## src/rtl/user_io_spi_gen.sv

```systemverilog
// Oversampled SPI side channel on CONF_DATA0: buttons, NUM_JOY joystick words and a paced kbd/mouse FIFO.
// Build option USER_IO_STATUS_EN adds a 32-bit status port loaded by command 0x15.
module user_io_spi_gen #(
  parameter int         NUM_JOY    = 2,
  parameter int         JOY_W      = 6,
  parameter logic [7:0] CORE_TYPE  = 8'hA1,
  parameter int         FIFO_DEPTH = 8,
  parameter int         STROBE_GAP = 4
) (
  input  logic                     clk,
  input  logic                     rst,
  input  logic                     spi_sck,
  input  logic                     spi_ss,
  input  logic                     spi_mosi,
  output logic                     spi_miso,
  output logic                     spi_miso_oe,
  output logic [7:0]               buttons,
  output logic [NUM_JOY*JOY_W-1:0] joy,
  output logic [7:0]               kbd_mouse_data,
  output logic [1:0]               kbd_mouse_type,
  output logic                     kbd_mouse_strobe,
`ifdef USER_IO_STATUS_EN
  output logic [31:0]              status,
`endif
  output logic                     fifo_overflow
);

  localparam int AW = $clog2(FIFO_DEPTH);

  typedef enum logic [1:0] {ST_IDLE = 2'd0, ST_CMD = 2'd1, ST_PAYLOAD = 2'd2} state_t;

  logic sck_meta_q, sck_sync_q, sck_prev_q;
  logic ss_meta_q, ss_sync_q;
  logic mosi_meta_q, mosi_sync_q;
  logic sck_rise_s, sck_fall_s, ss_low_s;

  state_t state_q, state_d;
  logic [7:0] shift_q, shift_d;
  logic [2:0] bit_cnt_q, bit_cnt_d;
  logic       byte_done_q, byte_done_d;
  logic [7:0] miso_sr_q, miso_sr_d;
  logic       miso_q, miso_d;
  logic [7:0] cmd_q, cmd_d;
  logic [2:0] byte_idx_q, byte_idx_d;
  logic       dispatch_s;

  logic [7:0]               buttons_q, buttons_d;
  logic [NUM_JOY*JOY_W-1:0] joy_q, joy_d;
  logic [31:0]              status_q, status_d;
  logic                     push_s, ovf_clr_s;
  logic [9:0]               push_data_s;

  logic [9:0]  mem_q [FIFO_DEPTH];
  logic [AW:0] wptr_q, wptr_d, rptr_q, rptr_d;
  logic        full_s, empty_s, pop_s, push_ok_s;
  logic        ovf_q, ovf_d;
  logic [7:0]  gap_q, gap_d;
  logic [7:0]  kd_q, kd_d;
  logic [1:0]  kt_q, kt_d;
  logic        stb_q, stb_d;

  // Two-flop synchronisers; chip select idles high so spi_miso_oe resets low.
  always_ff @(posedge clk or posedge rst) begin
    if (rst) begin
      sck_meta_q  <= 1'b0;
      sck_sync_q  <= 1'b0;
      sck_prev_q  <= 1'b0;
      ss_meta_q   <= 1'b1;
      ss_sync_q   <= 1'b1;
      mosi_meta_q <= 1'b0;
      mosi_sync_q <= 1'b0;
    end else begin
      sck_meta_q  <= spi_sck;
      sck_sync_q  <= sck_meta_q;
      sck_prev_q  <= sck_sync_q;
      ss_meta_q   <= spi_ss;
      ss_sync_q   <= ss_meta_q;
      mosi_meta_q <= spi_mosi;
      mosi_sync_q <= mosi_meta_q;
    end
  end

  assign sck_rise_s = sck_sync_q & ~sck_prev_q;
  assign sck_fall_s = ~sck_sync_q & sck_prev_q;
  assign ss_low_s   = ~ss_sync_q;
  assign dispatch_s = (state_q == ST_PAYLOAD) && byte_done_q;

  // State register.
  always_ff @(posedge clk or posedge rst) begin
    if (rst) state_q <= ST_IDLE;
    else     state_q <= state_d;
  end

  // Next-state logic.
  always_comb begin
    state_d = state_q;
    case (state_q)
      ST_IDLE:    state_d = ss_low_s ? ST_CMD : ST_IDLE;
      ST_CMD:     state_d = !ss_low_s ? ST_IDLE : (byte_done_q ? ST_PAYLOAD : ST_CMD);
      ST_PAYLOAD: state_d = ss_low_s ? ST_PAYLOAD : ST_IDLE;
      default:    state_d = ST_IDLE;
    endcase
  end

  // Output logic: MISO carries the id byte only while in CMD.
  always_comb begin
    miso_d = 1'b0;
    case (state_d)
      ST_CMD:  miso_d = miso_sr_d[7];
      default: miso_d = 1'b0;
    endcase
  end

  // Bit shifting, byte framing and command/byte-index tracking.
  always_comb begin
    shift_d     = shift_q;
    bit_cnt_d   = bit_cnt_q;
    byte_done_d = 1'b0;
    miso_sr_d   = miso_sr_q;
    cmd_d       = cmd_q;
    byte_idx_d  = byte_idx_q;
    if (!ss_low_s) begin
      bit_cnt_d = 3'd0;
    end else if (sck_rise_s) begin
      shift_d     = {shift_q[6:0], mosi_sync_q};
      bit_cnt_d   = bit_cnt_q + 3'd1;
      byte_done_d = (bit_cnt_q == 3'd7);
    end else begin
      bit_cnt_d = bit_cnt_q;
    end
    if (state_q == ST_IDLE && ss_low_s) begin
      miso_sr_d = CORE_TYPE;
    end else if (state_q == ST_CMD && sck_fall_s) begin
      miso_sr_d = {miso_sr_q[6:0], 1'b0};
    end else begin
      miso_sr_d = miso_sr_q;
    end
    if (state_q == ST_CMD && byte_done_q) begin
      cmd_d = shift_q;
    end else begin
      cmd_d = cmd_q;
    end
    if (!ss_low_s) begin
      byte_idx_d = 3'd0;
    end else if (state_q == ST_CMD && byte_done_q) begin
      byte_idx_d = 3'd0;
    end else if (dispatch_s && byte_idx_q != 3'd7) begin
      byte_idx_d = byte_idx_q + 3'd1;
    end else begin
      byte_idx_d = byte_idx_q;
    end
  end

  // Payload dispatch on (cmd, byte_idx).
  always_comb begin
    buttons_d   = buttons_q;
    joy_d       = joy_q;
    status_d    = status_q;
    push_s      = 1'b0;
    push_data_s = 10'd0;
    ovf_clr_s   = 1'b0;
    if (dispatch_s) begin
      case (cmd_q)
        8'h01: buttons_d = (byte_idx_q == 3'd0) ? shift_q : buttons_q;
        8'h04: begin
          case (byte_idx_q)
            3'd0:    begin push_s = 1'b1; push_data_s = {2'd0, shift_q}; end
            3'd1:    begin push_s = 1'b1; push_data_s = {2'd1, shift_q}; end
            3'd2:    begin push_s = 1'b1; push_data_s = {2'd3, shift_q}; end
            default: push_s = 1'b0;
          endcase
        end
        8'h05: begin
          push_s      = 1'b1;
          push_data_s = {2'd2, shift_q};
        end
        8'h06: ovf_clr_s = 1'b1;
`ifdef USER_IO_STATUS_EN
        8'h15: begin
          if (byte_idx_q[2] == 1'b0) status_d[{byte_idx_q[1:0], 3'b000} +: 8] = shift_q;
          else                       status_d = status_q;
        end
`endif
        default: begin
          for (int n = 0; n < NUM_JOY; n++) begin
            joy_d[n*JOY_W +: JOY_W] = (byte_idx_q == 3'd0 && cmd_q == (8'h10 + 8'(n)))
                                      ? shift_q[JOY_W-1:0] : joy_q[n*JOY_W +: JOY_W];
          end
        end
      endcase
    end else begin
      buttons_d = buttons_q;
    end
  end

  // A push into a full FIFO still lands if a pop frees a slot in the same cycle.
  always_comb begin
    full_s    = (wptr_q[AW] != rptr_q[AW]) && (wptr_q[AW-1:0] == rptr_q[AW-1:0]);
    empty_s   = (wptr_q == rptr_q);
    pop_s     = !empty_s && (gap_q == 8'd0);
    push_ok_s = push_s && (!full_s || pop_s);
    wptr_d    = wptr_q + {{AW{1'b0}}, push_ok_s};
    rptr_d    = rptr_q + {{AW{1'b0}}, pop_s};
    if (ovf_clr_s)                    ovf_d = 1'b0;
    else if (push_s && full_s && !pop_s) ovf_d = 1'b1;
    else                              ovf_d = ovf_q;
    if (pop_s)               gap_d = 8'(STROBE_GAP - 1);
    else if (gap_q != 8'd0)  gap_d = gap_q - 8'd1;
    else                     gap_d = gap_q;
    stb_d = pop_s;
    if (pop_s) begin
      kd_d = mem_q[rptr_q[AW-1:0]][7:0];
      kt_d = mem_q[rptr_q[AW-1:0]][9:8];
    end else begin
      kd_d = kd_q;
      kt_d = kt_q;
    end
  end

  // FIFO storage.
  always_ff @(posedge clk) begin
    if (push_ok_s) mem_q[wptr_q[AW-1:0]] <= push_data_s;
    else           mem_q[wptr_q[AW-1:0]] <= mem_q[wptr_q[AW-1:0]];
  end

  // Datapath and output registers.
  always_ff @(posedge clk or posedge rst) begin
    if (rst) begin
      shift_q     <= 8'd0;
      bit_cnt_q   <= 3'd0;
      byte_done_q <= 1'b0;
      miso_sr_q   <= 8'd0;
      miso_q      <= 1'b0;
      cmd_q       <= 8'd0;
      byte_idx_q  <= 3'd0;
      buttons_q   <= 8'd0;
      joy_q       <= '0;
      status_q    <= 32'd0;
      wptr_q      <= '0;
      rptr_q      <= '0;
      ovf_q       <= 1'b0;
      gap_q       <= 8'd0;
      kd_q        <= 8'd0;
      kt_q        <= 2'd0;
      stb_q       <= 1'b0;
    end else begin
      shift_q     <= shift_d;
      bit_cnt_q   <= bit_cnt_d;
      byte_done_q <= byte_done_d;
      miso_sr_q   <= miso_sr_d;
      miso_q      <= miso_d;
      cmd_q       <= cmd_d;
      byte_idx_q  <= byte_idx_d;
      buttons_q   <= buttons_d;
      joy_q       <= joy_d;
      status_q    <= status_d;
      wptr_q      <= wptr_d;
      rptr_q      <= rptr_d;
      ovf_q       <= ovf_d;
      gap_q       <= gap_d;
      kd_q        <= kd_d;
      kt_q        <= kt_d;
      stb_q       <= stb_d;
    end
  end

  assign spi_miso         = miso_q;
  assign spi_miso_oe      = ss_low_s;
  assign buttons          = buttons_q;
  assign joy              = joy_q;
  assign kbd_mouse_data   = kd_q;
  assign kbd_mouse_type   = kt_q;
  assign kbd_mouse_strobe = stb_q;
  assign fifo_overflow    = ovf_q;
`ifdef USER_IO_STATUS_EN
  assign status           = status_q;
`else
  logic unused_status_s;
  assign unused_status_s  = ^status_q;
`endif

endmodule

```

## config.mk

```make
export PLATFORM = sky130hd
export DESIGN_NAME = user_io_spi_gen
export DESIGN_NICKNAME = d
export VERILOG_FILES = /design/src/rtl/user_io_spi_gen.sv
export SDC_FILE = /design/constraint.sdc
export NUM_CORES = 1
export LEC_CHECK = 0
export ABC_AREA = 1
export CAP_MARGIN = 20
export CORE_UTILIZATION = 55
export DETAILED_ROUTE_END_ITERATION = 6
export PLACE_DENSITY = 0.73
export SLEW_MARGIN = 40
export SYNTH_ARGS = -nofsm -noshare
export SYNTH_HDL_FRONTEND = slang
export SYNTH_SLANG_ARGS = --single-unit
```

## constraint.sdc

```tcl
create_clock -name clk -period 3.3 [get_ports clk]
set_input_delay 0.66 -clock clk [delete_from_list [all_inputs] [get_ports clk]]
set_output_delay 0.66 -clock clk [all_outputs]
set_load 0.1 [all_outputs]
```

# [Word-level counts from Yosys, hierarchy flattened]
# Memory sizes are Yosys's and may differ from the RTL's. A register that Yosys moved wholly into a read port is not among the register bits.
# Cells that the tools add are included.
[totals] regBits=79 mem_bits_rw=80 in_bits=5 memories=1
[op_classes] addsub=5 eq_ne=17 n_mux=31 n_bitwise=7 n_reduce_logical=32
[mem_list] memory="mem_q" depth=8 width=10 read_ports=1 rd_clocked_by_memory_dff=1 write_ports=1 line="53" source="logic [9:0] mem_q [FIFO_DEPTH];"
[ops] operator="8-bit two-way mux" n=4
[ops] operator="10-bit one-hot mux with 3 select lines" n=1
[ops] operator="8-bit by 3-bit == test with 1-bit output, second input constant" n=3
[ops] operator="10-bit two-way mux" n=2
[ops] operator="10-bit one-hot mux with 2 select lines" n=1
[ops] operator="8-bit by 5-bit == test with 1-bit output, second input constant" n=2
[ops] operator="3-bit two-way mux" n=5
[ops] operator="1-bit two-way mux" n=13
[ops] operator="1-bit logical AND" n=12
[ops] operator="3-bit AND reduction" n=3
[ops] operator="4-bit by 1-bit adder with 4-bit output" n=2
[ops] operator="8-bit by 1-bit == test with 1-bit output, second input constant" n=1
[ops] operator="8-bit zero test" n=1
[ops] operator="2-bit nonzero test" n=4
[ops] operator="8-bit nonzero test" n=1
[ops] operator="8-bit by 1-bit subtractor with 8-bit output, second input constant" n=1
[ops] operator="3-bit by 1-bit adder with 3-bit output, second input constant" n=2
[ops] operator="2-bit two-way mux" n=3
[ops] operator="2-bit one-hot mux with 3 select lines" n=1
[ops] operator="2-bit by 1-bit == test with 1-bit output, second input constant" n=2
[ops] operator="4-bit == test" n=1
[ops] operator="1-bit inverter" n=4
[ops] operator="2-bit AND reduction" n=2
[ops] operator="4-bit OR reduction" n=1
[ops] operator="17 further kinds" n=20

# [Longest topological paths before layout]
# Gate-level depths: netlist of run 1.
[logic_depth] ltp_word=9 depth_mapped=11 ltp_nobuf=11

# [Least setup slack after synthesis of run 1]
# No wires, ideal clock.
[synth_path] path_kind="reg-to-reg" from="register ss_sync_q" to="register miso_q, in the netlist spi_miso" setup_ns=0.127 arrival_ns=1.933 path_slack_ns=1.241 stages_incl_launch_ff=6 path_buffers=0 period_less_slack_ns=2.059 path_cell_list="dfstp_2 > clkinv_1 > nand3_1 > nand2_1 > o22ai_1 > nor2_1"
[synth_between] elab_chain_len=4 word_cells_on_any_way=9
[synth_rtl] element="start, declared" line="33" source="logic ss_meta_q, ss_sync_q;"
[synth_rtl] element="start signal, assigned" line="77" source="ss_sync_q <= ss_meta_q;"
[synth_rtl] element="1-bit inverter (no line)"
[synth_rtl] element="net spi_miso_oe" line="16" source="output logic spi_miso_oe,"
[synth_rtl] element="1-bit logical AND" line="131" source="if (state_q == ST_IDLE && ss_low_s) begin"
[synth_rtl] element="8-bit two-way mux" line="131"
[synth_rtl] element="1-bit two-way mux" line="108" source="case (state_d)"
[synth_rtl] element="net miso_d" line="42" source="logic miso_q, miso_d;"
[synth_rtl] element="end signal, assigned" line="251" source="miso_q <= miso_d;"
[synth_rtl] element="end, declared" line="42"
# The timed path passes the listed nets, and every way through them passes these cells.
# A chain may end at the register's enable or synchronous reset.

# [Worst setup path after layout of run 1]
[layout_path] from="register rptr_q[2]" to="memory mem_q[7][7], enable pin"
[layout_between] elab_chain_len=8 word_cells_on_any_way=13
[layout_rtl] element="start, declared" line="54" source="logic [AW:0] wptr_q, wptr_d, rptr_q, rptr_d;"
[layout_rtl] element="start signal, assigned" line="258" source="rptr_q <= rptr_d;"
[layout_rtl] element="4-bit == test / 3-bit == test (equally long branches)" line="199, 198"
[layout_rtl] element="1-bit zero test / 1-bit logical AND (equally long branches)" line="200, 198"
[layout_rtl] element="1-bit logical AND / 1-bit zero test (equally long branches)" line="200, 201"
[layout_rtl] element="1-bit logical OR *" line="201" source="push_ok_s = push_s && (!full_s || pop_s);"
[layout_rtl] element="1-bit logical AND *" line="201"
[layout_rtl] element="1-bit two-way mux, on equally long branches" line="222, 223"
[layout_rtl] element="1-bit two-way mux (not written as such) / 2-bit AND reduction (equally long branches)"
[layout_rtl] element="1-bit bitwise OR (no line) *"
[layout_rtl] element="end, declared" line="53"
# Every way passes the cells marked *; elsewhere a longest branch is shown, timed or not.

==> results of run 1 <==
-- cells by family (layout without fill, tap and decap cells) --
kind of cell    count (synthesis)  after routing  synth area share [%]
flops                         169            169                  64.7
buf+inv                        71            124                  4.28
xor+xnor                       11             11                  1.45
simple gates                  301            301                  19.0
fa+ha+maj                      13             13                  2.27
compound gates                109            109                  8.25
-- routing by layer --
layer	share of wire, %	vias to the layer above
met5	0	-
met4	2.1	0
met3	5.2	26
met2	49	143
met1	44	2227
li1	-	2315
-- stage by stage --
stage          setup WS (ns)  hold WS, ns  cells
2_1_floorplan          0.336        0.331    674
3_3_place_gp           0.936        0.334    867
3_5_place_dp           0.830        0.344    867
4_1_cts                0.823        0.357    899
5_1_grt                0.595        0.358    899
6_report               0.838        0.354    899
-- power by group through the flow --
stage	combinational, mW	sequential [mW]	clock [mW]
final	0.364	2.30	1.82
after global routing	0.408	2.31	1.94
after CTS	0.373	2.30	1.85
after detailed placement	0.373	2.34	0
after global placement	0.355	2.34	0
after floorplan	0.282	2.34	0
-- final cells by class --
cell class	count	share of cell area [%]
sequential	169	56.9
multi-input combinational	434	27.3
clock buffer	18	5.39
timing repair buffer	43	4.24
tap	172	2.64
inverter	49	2.29
clock inverter	14	1.31
-- path summary, 6_finish.rpt --
check,cells past startpoint,end,start
setup / recovery,8,mem_q[7][7]$_DFFE_PP_,rptr_q[2]$_DFF_PP0_
hold / removal,0,mosi_sync_q$_DFF_PP0_,mosi_meta_q$_DFF_PP0_
setup reg to reg,8,mem_q[7][7]$_DFFE_PP_,rptr_q[2]$_DFF_PP0_
hold reg to reg,0,mosi_sync_q$_DFF_PP0_,mosi_meta_q$_DFF_PP0_
max in group asynchronous,3,ss_sync_q$_DFF_PP1_,rst
min in group asynchronous,2,miso_sr_q[3]$_DFFE_PP0P_,rst
-- layout by cell type, fill, tap and decap left out, types with 4 or more instances in the layout --
cell type / count
a21oi_1: 7
buf_4: 38
clkbuf_16: 17
clkdlybuf4s50_1: 4
clkinv_1: 4
clkinv_2: 5
dfrtp_1: 87
edfxtp_1: 80
ha_1: 13
inv_1: 41
inv_2: 6
nand2_1: 142
nand2_2: 9
nand3_1: 13
nand3_2: 4
nand4_1: 14
nor2_1: 96
nor2_2: 10
nor2_4: 4
o21ai_0: 69
o21ai_1: 17
o21ai_2: 9
o22ai_1: 5
xnor2_1: 7
-- state kept, by name, indices dropped and copies added (netlist names), 2 cells and up --
name,cells
rptr_q,4
kbd_mouse_data,8
wptr_q,4
miso_sr_q,8
cmd_q,8
byte_idx_q,3
kbd_mouse_type,2
joy,12
state_q,2
shift_q,8
bit_cnt_q,3
mem_q,80
gap_q,8
buttons,8
==> summary.txt, run 1 <==
Synth cell count leaders = nand2_1 (142), nor2_1 (96), dfrtp_1 (87), edfxtp_1 (80), o21ai_0 (69)
# clock sinks = 169
DR vias = 4711
Worst Tran Pin Value = 0.856 ns
Switch share = 23.6%
Mapped Nets = 692
Final hold viol count = 0
Arrival time at the worst endpoint = 2.51 ns
CTS H-Tree Depth = 4
GRT overflow = 0
Yosys reg bits = 169
Sequential cell area fraction in the yosys report = 64.7%
Starting Density = 56.5%
Antenna violations before repair = 0
Clk buf depth = 2
Met1 Use GR = 30.4%
Crit path required time = 3.35 ns
Filler instances = 1015
Peak supply drop = 595 µV
Area of the multi-input gates = 2220 µm²
Share of cells above drive strength 1 = 16.6%
Setup TNS Final = 0 ns
CP top delay family = simple AND/OR/NAND/NOR gates
Slew Limit Fails = 0
DRT iter0 DRCs = 280
Synth-to-layout area growth = 13.8%
Die Span Y = 116 µm
WL final = 14300 µm
Die footprint = 13500 µm²
Final setup vio count = 0
Leakage power = 3.57 nW
Synth cell types = 37
Mapped Area = 7160 µm²
DP HPWL = 9750 µm
Top-count cell post-synth = nand2_1
CTS tree = done
Main flop type after synthesis = dfrtp_1
# Post-CTS Setup Buffers = 0
Nets = 732
Clock power frac = 40.5%
Pin count of the biggest net entering global routing = 43
Async SR Flop Fraction = 52.7%
ANT cells = 0
IO Count = 39
Fmax achieved = 0.406 GHz
Gpl congestion = 0.904
Critical Path End Type = register
RSZ-0062 raised after global routing = no
Yosys warns = 0
Hold-fix buffers, CTS = 0
Register area = 4630 µm²
Post_cts resized = 0
Status = finished, final reports clean
Final ANT Viol Nets = 0
Global-route wire length before repair = 23200 µm
WL/cell = 15.9 µm
Row count = 41
Final period utilization = 74.6%
CP Cell Sequence = inv_1, nand2_1, nand2_1, nand3_2, inv_1, nand2_2, nand3_2, nor2_1
Mean post-synth cell area = 10.6 µm²
Area contributors post-synth = edfxtp_1 (34%), dfrtp_1 (30%), nand2_1 (7.4%)
Critical-path maximum fanout = 14
CTS Buf Count = 17
Critical Setup Path Class = reg2reg
Psw = 1.06 mW
Grt met2 use = 38.5%
Total core area = 12700 µm²
Flop-to-flop setup slack = 0.84 ns
Combinational share of power = 8.1%
Startpoint Class = register
Max incr delay on CP = 0.64 ns
Total chip power = 4.48 mW
Syn Inst Count = 674
CTS root buf = clkbuf_16
Highest-delay cell along the critical path = nor2_1
Most Crowded Layer GR = met2
GR Util All Layers = 23.6%
P per Cell Area = 551 nW/µm²
Drt pass-1 iters = 5
Worst hold-check path type = reg2reg
Fin util = 64.3%
Worst-Skew Late Latency = 0.42 ns
Routed vias/inst = 5.24
Post-route minimum period = 2.46 ns
Total of max-cap violations = 0
Final Skew = 0.00830 ns
Clk slew on worst S/H paths = 0.06 ns
Top cell type's share of synthesized area = 33.6%
Number of global-route vias before repair = 4587
Buffers & Inverters on Critical Path = 2
Residual DRC = 0
Met3 Track Usage GR = 5.81%
Placed cell areas = 7600 µm²
Seq pwr share = 51.3%
Yosys top cell by area = edfxtp_1
Post-synth EDFFs = 80
Max-slew headroom = 43.0%
PortBufs = 38
Die Width = 116 µm
Final instance area = 8140 µm²
P_int = 3.42 mW
No activity file was read; power rests on OpenSTA's default activity.
==> run 2, diff against run 1 <==
--- a/config.mk
+++ b/config.mk
@@ -7,9 +7,9 @@
 export LEC_CHECK = 0
 export ABC_AREA = 1
 export CAP_MARGIN = 20
-export CORE_UTILIZATION = 55
+export CORE_UTILIZATION = 54
 export DETAILED_ROUTE_END_ITERATION = 6
-export PLACE_DENSITY = 0.73
+export PLACE_DENSITY = 0.75
 export SLEW_MARGIN = 40
 export SYNTH_ARGS = -nofsm -noshare
 export SYNTH_HDL_FRONTEND = slang
==> constraint.sdc (replaced) <==
create_clock -name clk -period 2.2 [get_ports clk]
set_input_delay 0.44 -clock clk [delete_from_list [all_inputs] [get_ports clk]]
set_output_delay 0.44 -clock clk [all_outputs]
set_load 0.1 [all_outputs]
==> summary.txt, run 2 (same netlist as run 1, synthesis figures left out) <==
Status = finished, final reports clean
WL/cell = 15.5 µm (-2.5%)
Worst Tran Pin Value = 0.506 ns (-0.349 ns)
CTS tree = done
Row count = 41 (unchanged)
Final hold viol count = 0 (unchanged)
Placed Cells = 888 (+2.4%)
Final setup vio count = 0 (unchanged)
Final Skew = 0.00745 ns (-0.000853 ns)
Crit path required time = 1.76 ns (-1.59 ns)
Max-slew headroom = 66.2% (+23 points)
Total of max-cap violations = 0 (unchanged)
Drt pass-1 iters = 5 (unchanged)
Post_cts resized = 0 (unchanged)
RSZ-0062 raised after global routing = no
Arrival time at the worst endpoint = 1.52 ns (-0.99 ns)
Share of cells above drive strength 1 = 19.0% (+2.3 points)
Critical Path End Type = primary output
ANT cells = 0 (unchanged)
Setup TNS Final = 0 ns (unchanged)
Max incr delay on CP = 0.56 ns (-0.08 ns)
IO Count = 39 (unchanged)
Pin count of the biggest net entering global routing = 69 (+60%)
CTS Buf Count = 17 (unchanged)
# clock sinks = 169 (unchanged)
Max reg flops = 80 (unchanged)
Non-filler instance count after layout = 920 (+2.3%)
DP HPWL = 9760 µm (+0.14%)
Fmax achieved = 0.511 GHz
Total chip power = 7.17 mW (+60%)
Most common cell after layout, fill and taps aside = nand2_1
Global-route wire length before repair = 23300 µm (+0.36%)
Gpl congestion = 0.851 (-5.9%)
Startpoint Class = register
Worst hold-check path type = reg2reg
Antenna violations before repair = 0 (unchanged)
# Post-CTS Setup Buffers = 0 (unchanged)
Final hold slack = 0.345 ns (-0.00910 ns)
Peak supply drop = 696 µV (+17%)
Critical Setup Path Class = reg2out
Final period utilization = 89.0%
WL final = 14200 µm (-0.26%)
GR Util All Layers = 23.3% (-0.30 points)
GRT overflow = 0 (unchanged)
Worst-Skew Late Latency = 0.42 ns (about the same)
Residual DRC = 0 (unchanged)
PortBufs = 38 (unchanged)
Critical-path maximum fanout = 7 (-7)
Clk buf depth = 2 (unchanged)
Hold-fix buffers, CTS = 0 (unchanged)
Die footprint = 13700 µm² (+1.8%)
Final ANT Viol Nets = 0 (unchanged)
P per Cell Area = 854 nW/µm² (+55%)
Die Span Y = 117 µm (+0.91%)
Starting Density = 56.0% (-0.45 points)
Routed vias/inst = 5.30 (+1.1%)
CP top delay family = flip-flops
DRT iter0 DRCs = 310 (+11%)
Nets = 753 (+2.9%)
Synth-to-layout area growth = 17.2%
Highest-delay cell along the critical path = dfstp_2
Commonest non-fill, non-tap cells in the layout = nand2_1 (142), nor2_1 (96), dfrtp_1 (87)
Die Width = 117 µm (+0.91%)
CTS H-Tree Depth = 4 (unchanged)
Clk slew on worst S/H paths = 0.06 ns (about the same)
CP Cell Sequence = clkinv_1, buf_4
Leakage power = 3.72 nW (+4.2%)
DR vias = 4873 (+3.4%)
Total core area = 12800 µm² (+0.81%)
Post-route minimum period = 1.96 ns
Slew Limit Fails = 0 (unchanged)
Number of global-route vias before repair = 4864 (+6.0%)
Buffers & Inverters on Critical Path = 2 (unchanged)
CTS root buf = clkbuf_16
==> run 2: layout make-up <==
| type | count | area [µm²] |
|---|---|---|
| Clock buffer | 20 | 437 |
| Clock inverter | 12 | 198 |
| Fill cell | 979 | 4380 |
| Inverter | 49 | 188 |
| Multi-Input combinational cell | 434 | 2220 |
| Sequential cell | 169 | 4630 |
| Tap cell | 172 | 215 |
| Timing Repair Buffer | 64 | 503 |
==> run 2: per-layer routing <==
| metal | wire length [µm] | up-vias | track usage [%] | share of wire (%) |
|---|---|---|---|---|
| li1 | - | 2369 | - | - |
| met1 | 5980 | 2347 | 28.1 | 42 |
| met2 | 7220 | 135 | 40.0 | 51 |
| met3 | 731 | 22 | 5.41 | 5.1 |
| met4 | 276 | 0 | 10.5 | 1.9 |
| met5 | 0 | - | 0 | 0 |
==> run 2: where the power goes <==
group,switching (mW),total (mW),internal [mW]
clock network,1.16,3.17,2.01
registers,0.0722,3.45,3.38
logic,0.353,0.545,0.192
total,1.59,7.17,5.58
==> run 2: final timing paths <==
check,from,endpoint,slack [ns],cells past startpoint
worst max-delay path,ss_sync_q$_DFF_PP1_,spi_miso_oe,0.24,2
worst min-delay path,sck_meta_q$_DFF_PP0_,sck_sync_q$_DFF_PP0_,0.34,0
worst max register to register,gap_q[0]$_DFFE_PP0P_,mem_q[5][6]$_DFFE_PP_,0.26,9
worst min register to register,sck_meta_q$_DFF_PP0_,sck_sync_q$_DFF_PP0_,0.34,0
max in group asynchronous,rst,ss_sync_q$_DFF_PP1_,1.41,3
min in group asynchronous,rst,gap_q[1]$_DFFE_PP0P_,0.45,3
==> run 2: worst reg2reg max path, delay by kind of cell (launching register included) <==
| family | cells | cell delay (ns) |
|---|---|---|
| adders and majority gates | 1 | 0.18 |
| and+or+nand+nor | 6 | 0.74 |
| DFF | 1 | 0.37 |
| buffers and inverters | 2 | 0.35 |
==> run 2: metrics by stage <==
step | util [%] | setup WS (ns) | instance area, µm²
3_5_place_dp | 60.7 | 0.281 | 7760
6_report | 65.7 | 0.242 | 8390
3_3_place_gp | 60.7 | 0.363 | 7760
4_1_cts | 65.7 | 0.214 | 8390
2_1_floorplan | - | 0.141 | 7160
5_1_grt | 65.7 | 0.0925 | 8390
